**config.mk**
```make
export PLATFORM = sky130hd
export DESIGN_NAME = sd_spi_arbiter
export DESIGN_NICKNAME = d
export VERILOG_FILES = /design/src/rtl/sd_spi_arbiter.sv
export SDC_FILE = /design/constraint.sdc
export NUM_CORES = 1
export LEC_CHECK = 0
export BUFFER_PORTS_ARGS = -buffer_cell sky130_fd_sc_hd__buf_4
export CORE_ASPECT_RATIO = 1.1
export CORE_UTILIZATION = 57
export DETAILED_ROUTE_END_ITERATION = 10
export PLACE_DENSITY = 0.79
export SETUP_SLACK_MARGIN = 0.5
export SLEW_MARGIN = 20
export SYNTH_ARGS = -nofsm -noshare
export SYNTH_HDL_FRONTEND = slang
export SYNTH_SLANG_ARGS = --single-unit
```
**constraint.sdc**
```tcl
create_clock -name clk_sys -period 2.4 [get_ports clk_sys]
set_input_delay 0.36 -clock clk_sys [delete_from_list [all_inputs] [get_ports clk_sys]]
set_output_delay 0.36 -clock clk_sys [all_outputs]
set_load 0.02 [all_outputs]
```
**src/rtl/sd_spi_arbiter.sv**
```systemverilog
// Routes one core-side SPI master to either a physical or a virtual SD card.
// Target changes wait until spi_cs has been high long enough, and an activity counter drives the LEDs.
module sd_spi_arbiter #(
   parameter int SWITCH_GUARD = 16,
   parameter int ACT_TIMEOUT  = 1000000
) (
   input  logic       clk_sys,
   input  logic       reset,
   input  logic       img_mounted,
   input  logic       img_present,
   input  logic       spi_sck,
   input  logic       spi_mosi,
   input  logic       spi_cs,
   output logic       spi_miso,
   input  logic       phys_miso,
   input  logic       virt_miso,
   output logic       phys_sck,
   output logic       phys_mosi,
   output logic       phys_cs,
   output logic       virt_cs,
   output logic       virt_sel,
   output logic       switch_pending,
   output logic       switch_done,
   output logic       sd_act,
   output logic       led_virt,
   output logic       led_phys,
   output logic [1:0] dbg_state_o
);

   localparam int GW = $clog2(SWITCH_GUARD) + 1;
   localparam int AW = $clog2(ACT_TIMEOUT + 1);
   localparam logic [GW-1:0] GUARD_LAST = GW'(SWITCH_GUARD - 1);
   localparam logic [AW-1:0] ACT_MAX    = AW'(ACT_TIMEOUT);

   typedef enum logic [1:0] {
      S_PHYS  = 2'd0,
      S_VIRT  = 2'd1,
      S_DRAIN = 2'd2
   } state_e;

   state_e          state_q, state_d;
   logic            virt_sel_q, virt_sel_d;
   logic            target_q, target_d;
   logic [GW-1:0]   guard_q, guard_d;
   logic            done_q, done_d;
   logic            pending_q;
   logic            mosi_q, miso_q;
   logic [AW-1:0]   act_cnt_q, act_cnt_d;
   logic            sd_act_q;
   logic            act_change;
   state_e          home_state;

   assign home_state = virt_sel_q ? S_VIRT : S_PHYS;

   always_comb begin
      state_d    = state_q;
      virt_sel_d = virt_sel_q;
      target_d   = target_q;
      guard_d    = guard_q;
      done_d     = 1'b0;
      case (state_q)
         S_PHYS, S_VIRT: begin
            if (img_mounted && (img_present != virt_sel_q)) begin
               target_d = img_present;
               guard_d  = '0;
               state_d  = S_DRAIN;
            end
         end
         S_DRAIN: begin
            // A fresh mount wins over a commit landing in the same cycle.
            if (img_mounted) begin
               target_d = img_present;
               guard_d  = '0;
               if (img_present == virt_sel_q) state_d = home_state;
            end else if (!spi_cs) begin
               guard_d = '0;
            end else if (guard_q >= GUARD_LAST) begin
               virt_sel_d = target_q;
               done_d     = 1'b1;
               guard_d    = '0;
               state_d    = target_q ? S_VIRT : S_PHYS;
            end else begin
               guard_d = guard_q + 1'b1;
            end
         end
         default: state_d = S_PHYS;
      endcase
   end

   always_ff @(posedge clk_sys) begin
      if (reset) begin
         state_q    <= S_PHYS;
         virt_sel_q <= 1'b0;
         target_q   <= 1'b0;
         guard_q    <= '0;
         done_q     <= 1'b0;
         pending_q  <= 1'b0;
      end else begin
         state_q    <= state_d;
         virt_sel_q <= virt_sel_d;
         target_q   <= target_d;
         guard_q    <= guard_d;
         done_q     <= done_d;
         pending_q  <= (state_d == S_DRAIN);
      end
   end

   assign act_change = (spi_mosi != mosi_q) || (spi_miso != miso_q);

   always_comb begin
      act_cnt_d = act_cnt_q;
      if (act_change)              act_cnt_d = '0;
      else if (act_cnt_q < ACT_MAX) act_cnt_d = act_cnt_q + 1'b1;
   end

   // Counter starts at zero so the indicator is lit for ACT_TIMEOUT cycles after reset.
   always_ff @(posedge clk_sys) begin
      if (reset) begin
         mosi_q    <= 1'b0;
         miso_q    <= 1'b0;
         act_cnt_q <= '0;
         sd_act_q  <= 1'b1;
      end else begin
         mosi_q    <= spi_mosi;
         miso_q    <= spi_miso;
         act_cnt_q <= act_cnt_d;
         sd_act_q  <= (act_cnt_d < ACT_MAX);
      end
   end

   assign phys_cs        = spi_cs | virt_sel_q;
   assign phys_sck       = spi_sck & ~virt_sel_q;
   assign phys_mosi      = spi_mosi & ~virt_sel_q;
   assign virt_cs        = spi_cs | ~virt_sel_q;
   assign spi_miso       = virt_sel_q ? virt_miso : phys_miso;
   assign virt_sel       = virt_sel_q;
   assign switch_pending = pending_q;
   assign switch_done    = done_q;
   assign sd_act         = sd_act_q;
   assign led_virt       = virt_sel_q & sd_act_q;
   assign led_phys       = ~virt_sel_q & sd_act_q;
   assign dbg_state_o    = state_q;

endmodule

```
# Word level (Yosys, flattened, before mapping)
# Index checks and enable logic that the tools add are counted.
# totals
in_bits	9
register_bits	34
out_inout_bits	13
# op_classes
n_eq_ne	9
n_lt_le_gt_ge	3
mux	20
n_bitwise	10
add_sub_neg	2
reduce_logical	9
# op_table
operator	count
< comparator 20 bit (second input constant)	2
two-way mux 20 bit	2
adder 20 x 1 -> 20 bit (second input constant)	1
two-way mux 5 bit	4
two-way mux 2 bit	5
case mux 5 bit (2 select lines)	1
two-way mux 1 bit	6
adder 5 x 1 -> 5 bit (second input constant)	1
>= comparator 5 x 4 -> 1 bit (second input constant)	1
bitwise AND 1 bit	4
equality test 2 bit (second input constant)	2
inequality test 2 bit (second input constant)	2
NOT 1 bit	4
case mux 2 bit (2 select lines)	1
AND reduction 4 bit	1
OR reduction 4 bit	1
inequality test 1 bit	3
AND reduction 3 bit	1
equality test 2 x 1 -> 1 bit (second input constant)	1
logical NOT 2 bit	1
OR 1 bit	2
case mux 1 bit (2 select lines)	1
AND reduction 2 bit	1
nonzero test 2 bit	1
4 further kinds	4

# Longest topological paths before layout
# logic_depth
word_depth	6
mapped_depth	8
depth_no_buf	8

# Least setup slack after synthesis
# No wires, ideal clock.
# synth_path
path_kind	flip-flop to flip-flop
from	reg act_cnt_q[8]
to	reg sd_act_q (netlist: sd_act)
path_stages_with_launch	8
required_time_ps	2270
t_arrival_ps	1852
path_buffers	0
setup_slack_ps	418
cell_sequence	dfxtp_1 -> o31ai_2 -> and4b_2 -> nor2_2 -> or4_4 -> xor2_1 -> nor3_1 -> o211ai_1
# synth_between
elab_chain_cells	4
elab_cells_between_ends	5
classes_between	add/sub (1); order compare (2); mux (2)
# synth_rtl
item	line_no	rtl
start, declared	48	logic [AW-1:0] act_cnt_q, act_cnt_d;
start signal, assigned	126	act_cnt_q <= act_cnt_d;
adder 20 x 1 -> 20 bit or < comparator 20 bit (tied branches)	113	else if (act_cnt_q < ACT_MAX) act_cnt_d = act_cnt_q + 1'b1;
two-way mux 20 bit *	113	
two-way mux 20 bit *	112	if (act_change) act_cnt_d = '0;
< comparator 20 bit *	127	sd_act_q <= (act_cnt_d < ACT_MAX);
end signal, assigned	127	
end, declared	49	logic sd_act_q;
# Mark *: on every way between the ends. The rest lies on a longest branch, timed or not.
# A chain may end at the register's enable or synchronous reset.

# Worst setup path in the final report
# layout_path
from	reg act_cnt_q[6]
to	reg sd_act_q (netlist: sd_act)
# Same word-level chain as after synthesis.

==> flow_summary.ini <==
[synth]
async_flop_share = 0
ys_seq_elements = 34
ys.flop_type = dfxtp_1
synth_nets = 228
yosysWarningCount = 0
synth_edf_count = 0
synth_cell_type_count = 42
syn_avg_cell_area_um2 = 8.15
syn_inst = 216
syn_area_um2 = 1760
ys_seq_area_frac = 0.387

[floorplanning]
start_util = 0.617
fp.coreArea_um2 = 2850
dieArea_um2 = 3310
rows = 20
die_x_um = 55.0
num_io_pins = 22
die_h_um = 60.3

[critical_path]
path_class = reg -> reg
cp_data_required_time_ps = 2620
worstSetupEndpointType = flop
r2r_setup_slack_ps = 330
rr_endpoint = sd_act
crit_path_start_kind = flop
worstReg2RegStart = act_cnt_q[6]
arrival_ps = 2290
ff2ff_path_depth = 7
path_max_fanout = 5

[drt]
via_per_inst = 6.04
drt_wl_total_um = 4530
wl_per_cell_um = 15.9
initialDrtViolationCount = 80
drc = 0
route.vias.total = 1722
firstDrtPassIters = 6
antenna_left = 0

[run]
maxCapViolCount = 0

[sta]
whs_ps = 266
worst_slack_ps = 326
post-route-period-util = 0.864
tightest_slew_ps = 569
rsz0062_at_grt = true
fmax_mhz = 482
hold_viol = 0
drv_slew = 0
fin_crit_ps = 2070
clock_skew_ps = 11.3
slew_headroom = 0.618
setup_tns_ps = 0
report.final.setup_viol = 0

[placement]
post-place-ws_ps = 317
gp_congestion = 0.871
placed_area_um2 = 1970
hpwl_um = 2830
io_buffers = 21

[layout]
num_antenna_cells = 0
nNetsFinal = 263
fin_area_um2 = 2310
drive_gt1_frac = 0.353
synthToLayoutAreaGrowth_pct = 31.1

[grt]
antenna_found_initial = 0
grt_max_degree = 20
grt_pass1_wl_um = 6420
grt_usage = 0.275
grt_pass1_vias = 1537
grt-ovfl-total = 0

[power_and_ir_drop]
powerDensity_nw_per_um2 = 421
ir_worst_vdd_uv = 412
leakagePower_uw = 0.000807

[clock_tree]
cts_tree = done
clk_pin_slew_ps = 100
clockBufferDepth = 2
root_buffer = clkbuf_4
clkLatencyLatePin_ps = 350
cts.sinks = 34
numCtsBuffers = 5
ctsHtreeMaxLevel = 2

[outcome]
status = completed

[hold_path]
worstHoldStart = img_mounted
min_path_cells = 2
hp-class = in -> reg
min_to = switch_done
-- repair_timing --
| item | 4_1_cts | 5_1_grt |
|---|---|---|
| gates resized for setup | 27 | 21 |
| endpoints found under the setup margin | 8 | 26 |
| hold buffers | 0 | 0 |
| pin swaps | 6 | 4 |
| buffers inserted | 7 | 5 |
-- cell usage after synthesis (2+ instances only) --
cell type	number	area share
dfxtp_1	34	0.39
nor2_1	33	0.070
nand2_1	28	0.060
xnor2_1	13	0.065
nor3_1	9	0.026
xor2_1	8	0.040
o21ai_0	7	0.020
clkbuf_1	6	0.013
nor2b_1	6	0.021
a21oi_1	5	0.014
and3_1	5	0.018
inv_1	5	0.011
nand4_1	5	0.018
or2_2	5	0.018
mux2i_1	4	0.023
nand3_1	4	0.011
a311oi_1	3	0.015
ha_1	3	0.021
nor4_1	3	0.011
or3_1	3	0.011
a211oi_1	2	0.0085
a221oi_1	2	0.010
and4_1	2	0.010
nand2b_1	2	0.0071
o211ai_1	2	0.0085
-- cell usage in the layout (no fill, tap or decap), drive strengths merged, types with 2 or more instances in the layout --
| master | Yosys | layout |
|---|---|---|
| buf | 1 | 35 |
| nor2 | 34 | 34 |
| dfxtp | 34 | 34 |
| nand2 | 28 | 28 |
| xnor2 | 13 | 13 |
| nor3 | 9 | 9 |
| xor2 | 8 | 8 |
| o21ai | 8 | 8 |
| clkbuf | 6 | 7 |
| nor2b | 6 | 6 |
| inv | 5 | 5 |
| or2 | 5 | 5 |
| nand4 | 5 | 5 |
| a21oi | 5 | 5 |
| and3 | 5 | 5 |
| mux2i | 4 | 4 |
| nand3 | 4 | 4 |
| a311oi | 3 | 3 |
| ha | 3 | 3 |
| or3 | 3 | 3 |
| nor4 | 3 | 3 |
| nand2b | 2 | 2 |
| o211ai | 2 | 2 |
| a211oi | 2 | 2 |
| nor4b | 2 | 2 |
| or4 | 2 | 2 |
| and4 | 2 | 2 |
| a221oi | 2 | 2 |
-- metal layers --
metal	track usage	wire, µm
met2	0.456	2250
met4	0.186	125
met1	0.301	1880
met3	0.0636	282
met5	0	0
-- per-stage QoR --
step	cells	util	power (µW)
CTS	280	0.768	978
floorplan	216	-	628
detailed placement	265	0.691	659
global route	285	0.809	1010
finish	285	0.809	972
global placement	265	0.691	654
-- critical path: stages, from the launching register on --
cell      delay (ps)
dfxtp_4          380
o31ai_4          260
and4b_2          310
nor2_4            80
or4_4            450
xor2_2           170
nor3_2           190
o211ai_1         110
-- kinds of logic after synthesis --
| logic type | count (synthesis) | share of synthesized area |
|---|---|---|
| and+or+nand+nor | 115 | 0.335 |
| xor gates and xnor gates | 21 | 0.104 |
| muxes | 4 | 0.0227 |
| buffers and inverters | 12 | 0.0256 |
| adders and majority gates | 3 | 0.0213 |
| AOI/OAI and AO/OA | 27 | 0.104 |
| DFF | 34 | 0.387 |
-- power breakdown --
part           switching (µW)  total, µW  internal, µW
clock                     187        329           142
sequential               7.64        570           563
combinational            42.1       73.3          31.2
-- state kept, by name, summed over array words and instances, names as in the netlist --
name	flops
dbg_state_o	2
miso_q	1
switch_pending	1
target_q	1
virt_sel	1
guard_q	5
act_cnt_q	20
sd_act	1
switch_done	1
mosi_q	1
-- area by class of cell --
cell class | count | area [µm²]
multi-input cells | 170 | 1210
well taps | 33 | 41.3
clock buffers | 7 | 55.1
repair buffers | 35 | 263
inverters | 5 | 18.8
fillers | 182 | 544
clock inverters | 1 | 5.00
flip-flops and latches | 34 | 717
-- worst max-delay path by stage --
stage / from / to / slack, ps / depth (start not counted)
after CTS: act_cnt_q[3] / sd_act / 400 / 7
after detailed placement: act_cnt_q[6] / sd_act / 320 / 7
after global routing: act_cnt_q[6] / sd_act / 260 / 7
after floorplan: act_cnt_q[0] / sd_act / 510 / 7
after global placement: act_cnt_q[15] / sd_act / 280 / 7
final: act_cnt_q[6] / sd_act / 330 / 7
No activity file was read; power rests on OpenSTA's default activity.
